--- src/rtl/cgra_pkg.sv ---
// -----------------------------------------------------------------------------
// cgra_pkg
// Purpose : CGRA-wide constants and types used by the memory-node arbiter.
// Contents: NODES       - number of memory nodes (index NODES-1 is config node)
//           ARB_MAX_OUT - default outstanding-transaction limit of the arbiter
//           arb_id_t    - node index type
//           arb_rr_next - round-robin successor of a node index
// -----------------------------------------------------------------------------
package cgra_pkg;

  localparam int unsigned NODES       = 5;
  localparam int unsigned ARB_MAX_OUT = 4;

  typedef logic [$clog2(NODES)-1:0] arb_id_t;

  // (idx + 1) mod n without a divider.
  function automatic arb_id_t arb_rr_next(input arb_id_t idx, input int unsigned n);
    return (32'(idx) == n - 1) ? '0 : idx + arb_id_t'(1);
  endfunction

endpackage

--- src/rtl/obi_pkg.sv ---
// -----------------------------------------------------------------------------
// obi_pkg
// Purpose : OBI request/response structures shared by the CGRA memory nodes,
//           the node arbiter and the system-bus crossbar port.
// Contents: obi_req_t  - req, addr, we, be, wdata (master -> slave)
//           obi_resp_t - gnt, rvalid, rdata       (slave -> master)
// -----------------------------------------------------------------------------
package obi_pkg;

  typedef struct packed {
    logic        req;
    logic [31:0] addr;
    logic        we;
    logic [3:0]  be;
    logic [31:0] wdata;
  } obi_req_t;

  typedef struct packed {
    logic        gnt;
    logic        rvalid;
    logic [31:0] rdata;
  } obi_resp_t;

endpackage

--- src/rtl/arb_id_fifo.sv ---
// -----------------------------------------------------------------------------
// arb_id_fifo
// Purpose : in-order FIFO of node indices for granted-but-unanswered OBI
//           transactions. The head is visible combinationally (no read
//           latency) so a response can be routed in the cycle it arrives.
// Ports   : clk_i, rst_ni (synchronous, active-low)
//           push_i/data_i - write an entry (ignored when full)
//           pop_i         - drop the head (ignored when empty)
//           data_o        - current head entry
//           full_o/empty_o- occupancy flags
// -----------------------------------------------------------------------------
module arb_id_fifo #(
  parameter int unsigned DEPTH = 4,  // power of two, >= 2
  parameter int unsigned WIDTH = 3
) (
  input  logic             clk_i,
  input  logic             rst_ni,
  input  logic             push_i,
  input  logic [WIDTH-1:0] data_i,
  input  logic             pop_i,
  output logic [WIDTH-1:0] data_o,
  output logic             full_o,
  output logic             empty_o
);

  localparam int unsigned    PtrW    = $clog2(DEPTH);
  localparam logic [PtrW:0]  FullCnt = (PtrW+1)'(DEPTH);

  logic [WIDTH-1:0] r_mem [DEPTH];
  logic [PtrW-1:0]  r_wr_ptr;
  logic [PtrW-1:0]  r_rd_ptr;
  logic [PtrW:0]    r_count;
  logic             w_push;
  logic             w_pop;

  assign w_push = push_i && !full_o;
  assign w_pop  = pop_i && !empty_o;

  // NOTE: sequential state uses non-blocking assignments so every register
  // samples pre-edge values, independent of statement order.
  always_ff @(posedge clk_i) begin
    if (!rst_ni) begin
      r_wr_ptr <= '0;
      r_rd_ptr <= '0;
      r_count  <= '0;
    end else begin
      // Pointers wrap naturally because DEPTH is a power of two.
      if (w_push) r_wr_ptr <= r_wr_ptr + PtrW'(1);
      if (w_pop)  r_rd_ptr <= r_rd_ptr + PtrW'(1);
      case ({w_push, w_pop})
        2'b10:   r_count <= r_count + (PtrW+1)'(1);
        2'b01:   r_count <= r_count - (PtrW+1)'(1);
        default: r_count <= r_count;  // idle or simultaneous push/pop
      endcase
    end
  end

  // NOTE: the storage array is deliberately not reset; validity is tracked
  // by r_count, so stale contents are never observed.
  always_ff @(posedge clk_i) begin
    if (w_push) r_mem[r_wr_ptr] <= data_i;
  end

  assign data_o  = r_mem[r_rd_ptr];
  assign full_o  = (r_count == FullCnt);
  assign empty_o = (r_count == '0);

endmodule

--- src/rtl/obi_node_arbiter.sv ---
// -----------------------------------------------------------------------------
// obi_node_arbiter
// Purpose : shares one OBI master port between the CGRA memory nodes using
//           round-robin arbitration, with in-order response routing through
//           an ID FIFO so every rvalid returns to the node that issued it.
// Ports   : clk_i, rst_ni   - clock, synchronous active-low reset
//           nodes_req_i[]   - per-node OBI requests
//           nodes_resp_o[]  - per-node gnt / rvalid / rdata
//           bus_req_o       - request to the crossbar
//           bus_resp_i      - response from the crossbar
//           err_o           - sticky: rvalid arrived with nothing outstanding
// Macro   : STRELA_ARB_CFG_PRIO_EN - config node (NUM_REQ-1) gets strict
//           priority over the round-robin among the remaining nodes.
// -----------------------------------------------------------------------------
module obi_node_arbiter
  import obi_pkg::*, cgra_pkg::*;
#(
  parameter int unsigned NUM_REQ = NODES,        // <= NODES
  parameter int unsigned MAX_OUT = ARB_MAX_OUT   // power of two, >= 2
) (
  input  logic      clk_i,
  input  logic      rst_ni,
  input  obi_req_t  nodes_req_i  [NUM_REQ],
  output obi_resp_t nodes_resp_o [NUM_REQ],
  output obi_req_t  bus_req_o,
  input  obi_resp_t bus_resp_i,
  output logic      err_o
);

`ifdef STRELA_ARB_CFG_PRIO_EN
  localparam bit CfgPrio = 1'b1;
`else
  localparam bit CfgPrio = 1'b0;
`endif
  localparam arb_id_t CfgIdx = arb_id_t'(NUM_REQ - 1);

  arb_id_t r_rr;
  arb_id_t r_lock_idx;
  logic    r_lock;
  logic    r_err;

  arb_id_t w_rr_winner;
  arb_id_t w_winner;
  arb_id_t w_head;
  logic    w_rr_found;
  logic    w_any_req;
  logic    w_full;
  logic    w_empty;
  logic    w_req;
  logic    w_hs;
  logic    w_pop;

  // NOTE: every always_comb output gets a default before any branch, so no
  // path leaves a signal unassigned and no latch is inferred.
  always_comb begin : rr_search
    int unsigned idx;
    w_rr_winner = r_rr;
    w_rr_found  = 1'b0;
    w_any_req   = 1'b0;
    idx         = 0;
    for (int unsigned i = 0; i < NUM_REQ; i++) begin
      w_any_req = w_any_req | nodes_req_i[i].req;
      idx = i + 32'(r_rr);
      if (idx >= NUM_REQ) idx = idx - NUM_REQ;
      // With priority enabled the config node is handled outside the ring.
      if (!w_rr_found && nodes_req_i[idx].req && !(CfgPrio && idx == NUM_REQ - 1)) begin
        w_rr_found  = 1'b1;
        w_rr_winner = arb_id_t'(idx);
      end
    end
  end

  // A request left ungranted must stay on the bus unchanged until gnt.
  always_comb begin
    if (r_lock)                                      w_winner = r_lock_idx;
    else if (CfgPrio && nodes_req_i[NUM_REQ-1].req) w_winner = CfgIdx;
    else                                             w_winner = w_rr_winner;
  end

  // req deliberately ignores a same-cycle pop so it has no path from rvalid.
  assign w_req = rst_ni && w_any_req && !w_full;
  assign w_hs  = w_req && bus_resp_i.gnt;
  assign w_pop = rst_ni && bus_resp_i.rvalid && !w_empty;

  arb_id_fifo #(
    .DEPTH (MAX_OUT),
    .WIDTH ($bits(arb_id_t))
  ) u_id_fifo (
    .clk_i   (clk_i),
    .rst_ni  (rst_ni),
    .push_i  (w_hs),
    .data_i  (w_winner),
    .pop_i   (w_pop),
    .data_o  (w_head),
    .full_o  (w_full),
    .empty_o (w_empty)
  );

  always_comb begin
    bus_req_o = '0;
    if (rst_ni) begin
      bus_req_o     = nodes_req_i[w_winner];
      bus_req_o.req = w_req;
    end
  end

  always_comb begin
    for (int k = 0; k < NUM_REQ; k++) begin
      nodes_resp_o[k] = '0;
      if (rst_ni) begin
        nodes_resp_o[k].rdata  = bus_resp_i.rdata;
        nodes_resp_o[k].gnt    = w_hs && (w_winner == arb_id_t'(k));
        nodes_resp_o[k].rvalid = w_pop && (w_head == arb_id_t'(k));
      end
    end
  end

  always_ff @(posedge clk_i) begin
    if (!rst_ni) begin
      r_rr       <= '0;
      r_lock     <= 1'b0;
      r_lock_idx <= '0;
      r_err      <= 1'b0;
    end else begin
      if (w_hs && !(CfgPrio && w_winner == CfgIdx)) r_rr <= arb_rr_next(w_winner, NUM_REQ);
      r_lock     <= w_req && !bus_resp_i.gnt;
      r_lock_idx <= w_winner;
      if (bus_resp_i.rvalid && w_empty) r_err <= 1'b1;
    end
  end

  assign err_o = r_err;

endmodule

--- config.mk ---
export PLATFORM = sky130hd
export DESIGN_NAME = obi_node_arbiter
export DESIGN_NICKNAME = d
export VERILOG_FILES = /design/src/rtl/cgra_pkg.sv /design/src/rtl/obi_pkg.sv /design/src/rtl/arb_id_fifo.sv /design/src/rtl/obi_node_arbiter.sv
export SDC_FILE = /design/constraint.sdc
export NUM_CORES = 1
export LEC_CHECK = 0
export ABC_AREA = 1
export ABC_CLOCK_PERIOD_IN_PS = 4750
export CORE_AREA = 4 4 241 243
export CTS_BUF_LIST = sky130_fd_sc_hd__clkbuf_4
export DETAILED_ROUTE_END_ITERATION = 6
export DIE_AREA = 0 0 245 247
export DONT_BUFFER_PORTS = 1
export PLACE_DENSITY = 0.34
export SLEW_MARGIN = 10
export SYNTH_ARGS = -nofsm -noshare
export SYNTH_HDL_FRONTEND = slang
export SYNTH_SLANG_ARGS = --single-unit
--- constraint.sdc ---
create_clock -name clk_i -period 4.75 [get_ports clk_i]
set_input_delay 0.475 -clock clk_i [delete_from_list [all_inputs] [get_ports clk_i]]
set_output_delay 0.475 -clock clk_i [all_outputs]
set_load 0.02 [all_outputs]
==> reports/metrics.yaml, run 1 <==
run_status: "complete, no violations"
cp-end-kind: "primary output"
grt_overflow: 0
relSlewSlack_pct: 30.4
r2r-start: "r_rr[1]"
setup_viol: 0
die_h_um: 247
grt_pass1_wl_um: 61500
fin_ws_ns: 0.192
root_buffer: "clkbuf_4"
critPathRequiredTime_ns: 4.28
start_util_pct: 16.1
critPathArrivalTime_ns: 4.08
worst_setup_path_start_kind: "register"
dr.pass1.iters: 5
cts.clk_slew.worst_paths_ns: 0.11
drtIter0Drc: 609
min-delay-start: "bus_resp_i[33]"
async_flop_share_pct: 0
dp_slack_ns: 0.153
port_buffers: 0
area_growth_pct: 16.7
grt_pass1_vias: 10147
syn_inst: 1815
wl_per_cell_um: 18.3
ios: 627
synth_edf_count: 12
nNetsFinal: 2138
drv_slew: 0
hold_viol: 0
numCtsBuffers: 5
wl_um: 45600
ys_ff_latch: 29
antenna_found_initial: 8
cap_violations: 0
viasPerCell: 4.22
die_width_um: 245
drive_above_1_share_pct: 14.8
fin_crit_ns: 4.56
setup_tns_ns: 0
route.detailed.drc: 0
vias: 10526
max_clock_freq_ghz: 0.219
syn_area_per_cell_um2: 4.96
finalClockSkew_ns: 0.0154
cts_max_path_buffers: 2
tightest_slew_ns: 1.04
grtUsageTotal_pct: 13.1
gp_congestion: 0.893
crit_fanout: 8
fin_crit_sh_pct: 96.0
ys_types: 39
slowest_stage: "dfxtp_4"
cp_common_cell: "nand2_1"
startpoint: "r_rr[1]"
yosysWarningCount: 0
fillers: 6671
clock_latency_ns: 0.34
ys_seq_area_share_pct: 7.79
grt_max_degree: 71
synth_ff_type: "dfxtp_1"
worstSetupPathType: "register to primary output"
clock_sinks: 29
final_common_cell: "nand2_1"
rsz0062_at_grt: "yes"
cts_tree: "built"
antenna_left: 0
cp_slowest_stage_delay_ns: 0.39
hp-class: "input pin to register"
row_count: 87
dieArea_um2: 60500
htreeDepth: 2
coreArea_um2: 56000
synthesis.nets: 2219
final_cell_mix: "nand2_1, inv_1, buf_4, nand3_1, nor2_1"
dp.final_hpwl_um: 34500
synth_area_um2: 8990
==> flip-flops by register name (all words and copies together) (netlist names), named ones only <==
register	flops
u_id_fifo.r_mem	12
r_lock_idx	3
r_rr	3
u_id_fifo.r_count	3
u_id_fifo.r_rd_ptr	2
u_id_fifo.r_wr_ptr	2
err_o	1
r_lock	1
==> worst max-delay path, delay by kind of cell (launching register included) <==
family / cells / cell delay, ns
adders and majority gates: 2 / 0.38
buffers and inverters: 4 / 0.68
DFF: 1 / 0.39
and+or+nand+nor: 24 / 2.28
==> layout make-up <==
cell class                 count  area [um2]  area share (%)
sequential                    29         704            6.71
multi-input combinational   1264        6020            57.4
clock buffer                   6        45.0           0.429
antenna                        4        10.0          0.0954
tap                          756         946            9.01
clock inverter                 2        33.8           0.322
timing repair buffer         145        1640            15.6
inverter                     289        1090            10.4
==> cells by family after synthesis <==
logic type               after synthesis  synth area share (%)
AO/OA/AOI/OAI                        124                  7.58
adder cells (fa/ha/maj)               18                  2.59
AND/OR/NAND/NOR                     1117                  52.1
buffers and inverters                524                  29.6
XOR/XNOR                               3                 0.376
flip-flops                            29                  7.79
==> cells in the mapped netlist, types with 2 or more instances <==
master      n  area [um2]
nand2_1   815        3060
inv_1     282        1060
buf_4     136        1020
nand3_1   101         505
nor2_1    101         379
o21ai_1    72         360
nand3b_1   70         526
clkbuf_1   39         146
buf_2      32         160
a21oi_1    24         120
buf_6      19         214
dfxtp_1    17         340
ha_1       17         213
o21ai_0    16        80.1
edfxtp_1   12         360
buf_1       9        33.8
inv_2       7        26.3
nand2_2     7        43.8
nand4_1     7        43.8
nor3_1      5        25.0
a32oi_1     3        26.3
nand3_2     3        30.0
o21ai_2     3        26.3
nor2_4      2        22.5
xor2_1      2        17.5
==> final timing paths <==
check                           depth (start not counted)  slack (ns)                    end
worst max-delay path                                   30        0.19          bus_req_o[16]
worst min register to register                          2        0.48  u_id_fifo.r_rd_ptr[1]
worst max register to register                         28        0.96                r_rr[2]
worst min-delay path                                    1        0.20                 r_lock
==> timing repair <==
action                                  4_1_cts  5_1_grt
endpoints found under the setup margin       69       74
endpoints found under the hold margin         0        0
setup buffers                                 5       20
gates resized for setup                       6      110
hold buffers                                  0        0
cloned                                        0       16
pin swaps                                     1       25
==> per-layer routing <==
| metal | global-route usage, % | routed length [um] |
|---|---|---|
| met5 | 0 | 23 |
| met4 | 3.86 | 1200 |
| met2 | 24.2 | 23200 |
| met3 | 2.55 | 3130 |
| met1 | 15.2 | 18000 |
==> through the flow <==
step | cell area [um2] | instances | util (%) | hold WS (ns)
final | 10500 | 2495 | 18.8 | 0.196
after global routing | 10500 | 2493 | 18.7 | 0.167
after CTS | 9520 | 2455 | 17.0 | 0.161
after detailed placement | 9380 | 2442 | 16.8 | 0.465
after global placement | 9380 | 2442 | 16.8 | 0.448
after floorplan | 8990 | 1815 | - | 0.436
Power of run 1 is left out: the tool's default activity adds up to more than one toggle a clock period on the data nets, which glitch-free logic cannot reach.
==> run 2, diff against run 1 <==
--- a/config.mk
+++ b/config.mk
@@ -9,10 +9,11 @@
 export ABC_CLOCK_PERIOD_IN_PS = 4750
 export CORE_AREA = 4 4 241 243
 export CTS_BUF_LIST = sky130_fd_sc_hd__clkbuf_4
+export CTS_CLUSTER_DIAMETER = 120
 export DETAILED_ROUTE_END_ITERATION = 6
 export DIE_AREA = 0 0 245 247
 export DONT_BUFFER_PORTS = 1
-export PLACE_DENSITY = 0.34
+export PLACE_DENSITY = 0.3
 export SLEW_MARGIN = 10
 export SYNTH_ARGS = -nofsm -noshare
 export SYNTH_HDL_FRONTEND = slang
==> reports/metrics.yaml, run 2 (synthesis results as in run 1) <==
finalNonFillerCells: 2438  # was 2495
dpl.cell_count: 2392  # was 2442
wl_um: 43200  # was 45600 um
setup_viol: 0  # unchanged
dp.final_hpwl_um: 32400  # was 34500 um
start_util_pct: 16.1  # unchanged
cp_common_cell: "nand2_1"  # unchanged
ios: 627  # unchanged
slowest_stage: "dfxtp_4"  # unchanged
antenna_found_initial: 6  # was 8
area_growth_pct: 9.17  # was 16.7%
row_count: 87  # unchanged
hold_viol: 0  # unchanged
route.detailed.drc: 0  # unchanged
dr.pass1.iters: 5  # unchanged
run_status: "complete, no violations"  # unchanged
worst_setup_path_start_kind: "register"  # unchanged
grtUsageTotal_pct: 12.5  # was 13.1%
tightest_slew_ns: 0.988  # was 1.04 ns
cap_violations: 0  # unchanged
worstSetupPathType: "register to primary output"  # unchanged
htreeDepth: 2  # unchanged
wl_per_cell_um: 17.7  # was 18.3 um
grt_overflow: 0  # unchanged
antenna_left: 0  # unchanged
final_common_cell: "nand2_1"  # unchanged
gp_congestion: 0.901  # was 0.893
drtIter0Drc: 517  # was 609
hold_ws_ns: 0.225  # was 0.196 ns
finalClockSkew_ns: 0.0169  # was 0.0154 ns
numCtsBuffers: 5  # unchanged
drv_slew: 0  # unchanged
drive_above_1_share_pct: 10.6  # was 14.8%
grt_max_degree: 71  # unchanged
ctsHoldBuffers: 0  # unchanged
final_cell_mix: "nand2_1, inv_1, nand3_1, nor2_1, o21ai_1"  # was nand2_1, inv_1, buf_4, nand3_1, nor2_1
nNetsFinal: 2079  # was 2138
cp-end-kind: "primary output"  # unchanged
max_clock_freq_ghz: 0.221  # was 0.219 GHz
port_buffers: 0  # unchanged
largest_reg_flops: 12  # unchanged
crit_fanout: 13  # was 8
fin_crit_sh_pct: 95.1  # was 96.0%
cp_slowest_stage_delay_ns: 0.38  # was 0.39 ns
critPathArrivalTime_ns: 4.04  # was 4.08 ns
dieArea_um2: 60500  # unchanged
cts.clk_slew.worst_paths_ns: 0.11  # about the same
dp_slack_ns: 0.169  # was 0.153 ns
cts_max_path_buffers: 2  # unchanged
rsz0062_at_grt: "yes"  # unchanged
coreArea_um2: 56000  # unchanged
grt_pass1_vias: 9790  # was 10147
die_width_um: 245  # unchanged
hp-class: "input pin to register"  # unchanged
relSlewSlack_pct: 34.0  # was 30.4%
grt_pass1_wl_um: 59000  # was 61500 um
cts_tree: "built"  # unchanged
fin_crit_ns: 4.52  # was 4.56 ns
critPathRequiredTime_ns: 4.28  # about the same
clock_latency_ns: 0.36  # was 0.34 ns
viasPerCell: 4.13  # was 4.22
fin_ws_ns: 0.233  # was 0.192 ns
regMostFlops: "u_id_fifo.r_mem"  # unchanged
die_h_um: 247  # unchanged
vias: 10059  # was 10526
root_buffer: "clkbuf_4"  # unchanged
clock_sinks: 29  # unchanged
## run 2: cell types whose count changed in the layout (fill, tap and decap cells not counted), moves of 3 or more
cell / delta
buf_4: -48
nand2_1: +24
nand2_2: -21
nor2_1: -6
buf_12: -5
clkbuf_16: -5
o21ai_1: +4
o21ai_2: -4
nand2_4: -3
nor2_2: +3
nor2_4: +3
## run 2: per-layer routing
layer / wire (um) / GRT usage, % / part of all wire (%)
met5: 13 / 0 / 0.030
met4: 667 / 2.43 / 1.5
met3: 2360 / 1.83 / 5.5
met1: 18600 / 15.9 / 43
met2: 21600 / 22.4 / 50
## run 2: per-stage QoR
step                setup TNS (ns)  instance area, um2  util (%)
floorplan                        0                8990         -
global placement                 0                8960      16.0
detailed placement               0                8960      16.0
CTS                              0                9100      16.3
global route                -0.612                9810      17.5
finish                           0                9820      17.5
## run 2: final cells by class
type / count / area (um2)
timing repair buffer: 86 / 1050
inverter: 289 / 1100
tap: 756 / 946
fill: 6684 / 46100
sequential: 29 / 704
timing repair inverter: 1 / 5.00
clock buffer: 5 / 37.5
antenna: 6 / 15.0
clock inverter: 3 / 17.5
multi-input combinational: 1263 / 5950
## run 2: path summary, 6_finish.rpt
path,start,endpoint,slack (ns),cells after the start
setup reg to reg,r_rr[1],r_rr[2],1.08,27
hold reg to reg,u_id_fifo.r_rd_ptr[1],register,0.48,2
setup / recovery,r_rr[1],bus_req_o[20],0.23,29
hold / removal,rst_ni,err_o,0.22,2
## run 2: repair_timing
| action | 4_1_cts | 5_1_grt |
|---|---|---|
| pin swaps | 0 | 13 |
| cloned | 1 | 9 |
| endpoints found under the hold margin | 0 | 0 |
| endpoints found under the setup margin | 53 | 74 |
| gates resized for setup | 9 | 87 |
| setup buffers | 6 | 16 |
## run 2: critical path, delay by kind of cell (launching register included)
family | cells | cell delay [ns]
AND/OR/NAND/NOR | 21 | 2.14
buffers and inverters | 6 | 0.81
flip-flops | 1 | 0.38
adder cells (fa/ha/maj) | 2 | 0.36
Power of run 2 is left out for the same reason.
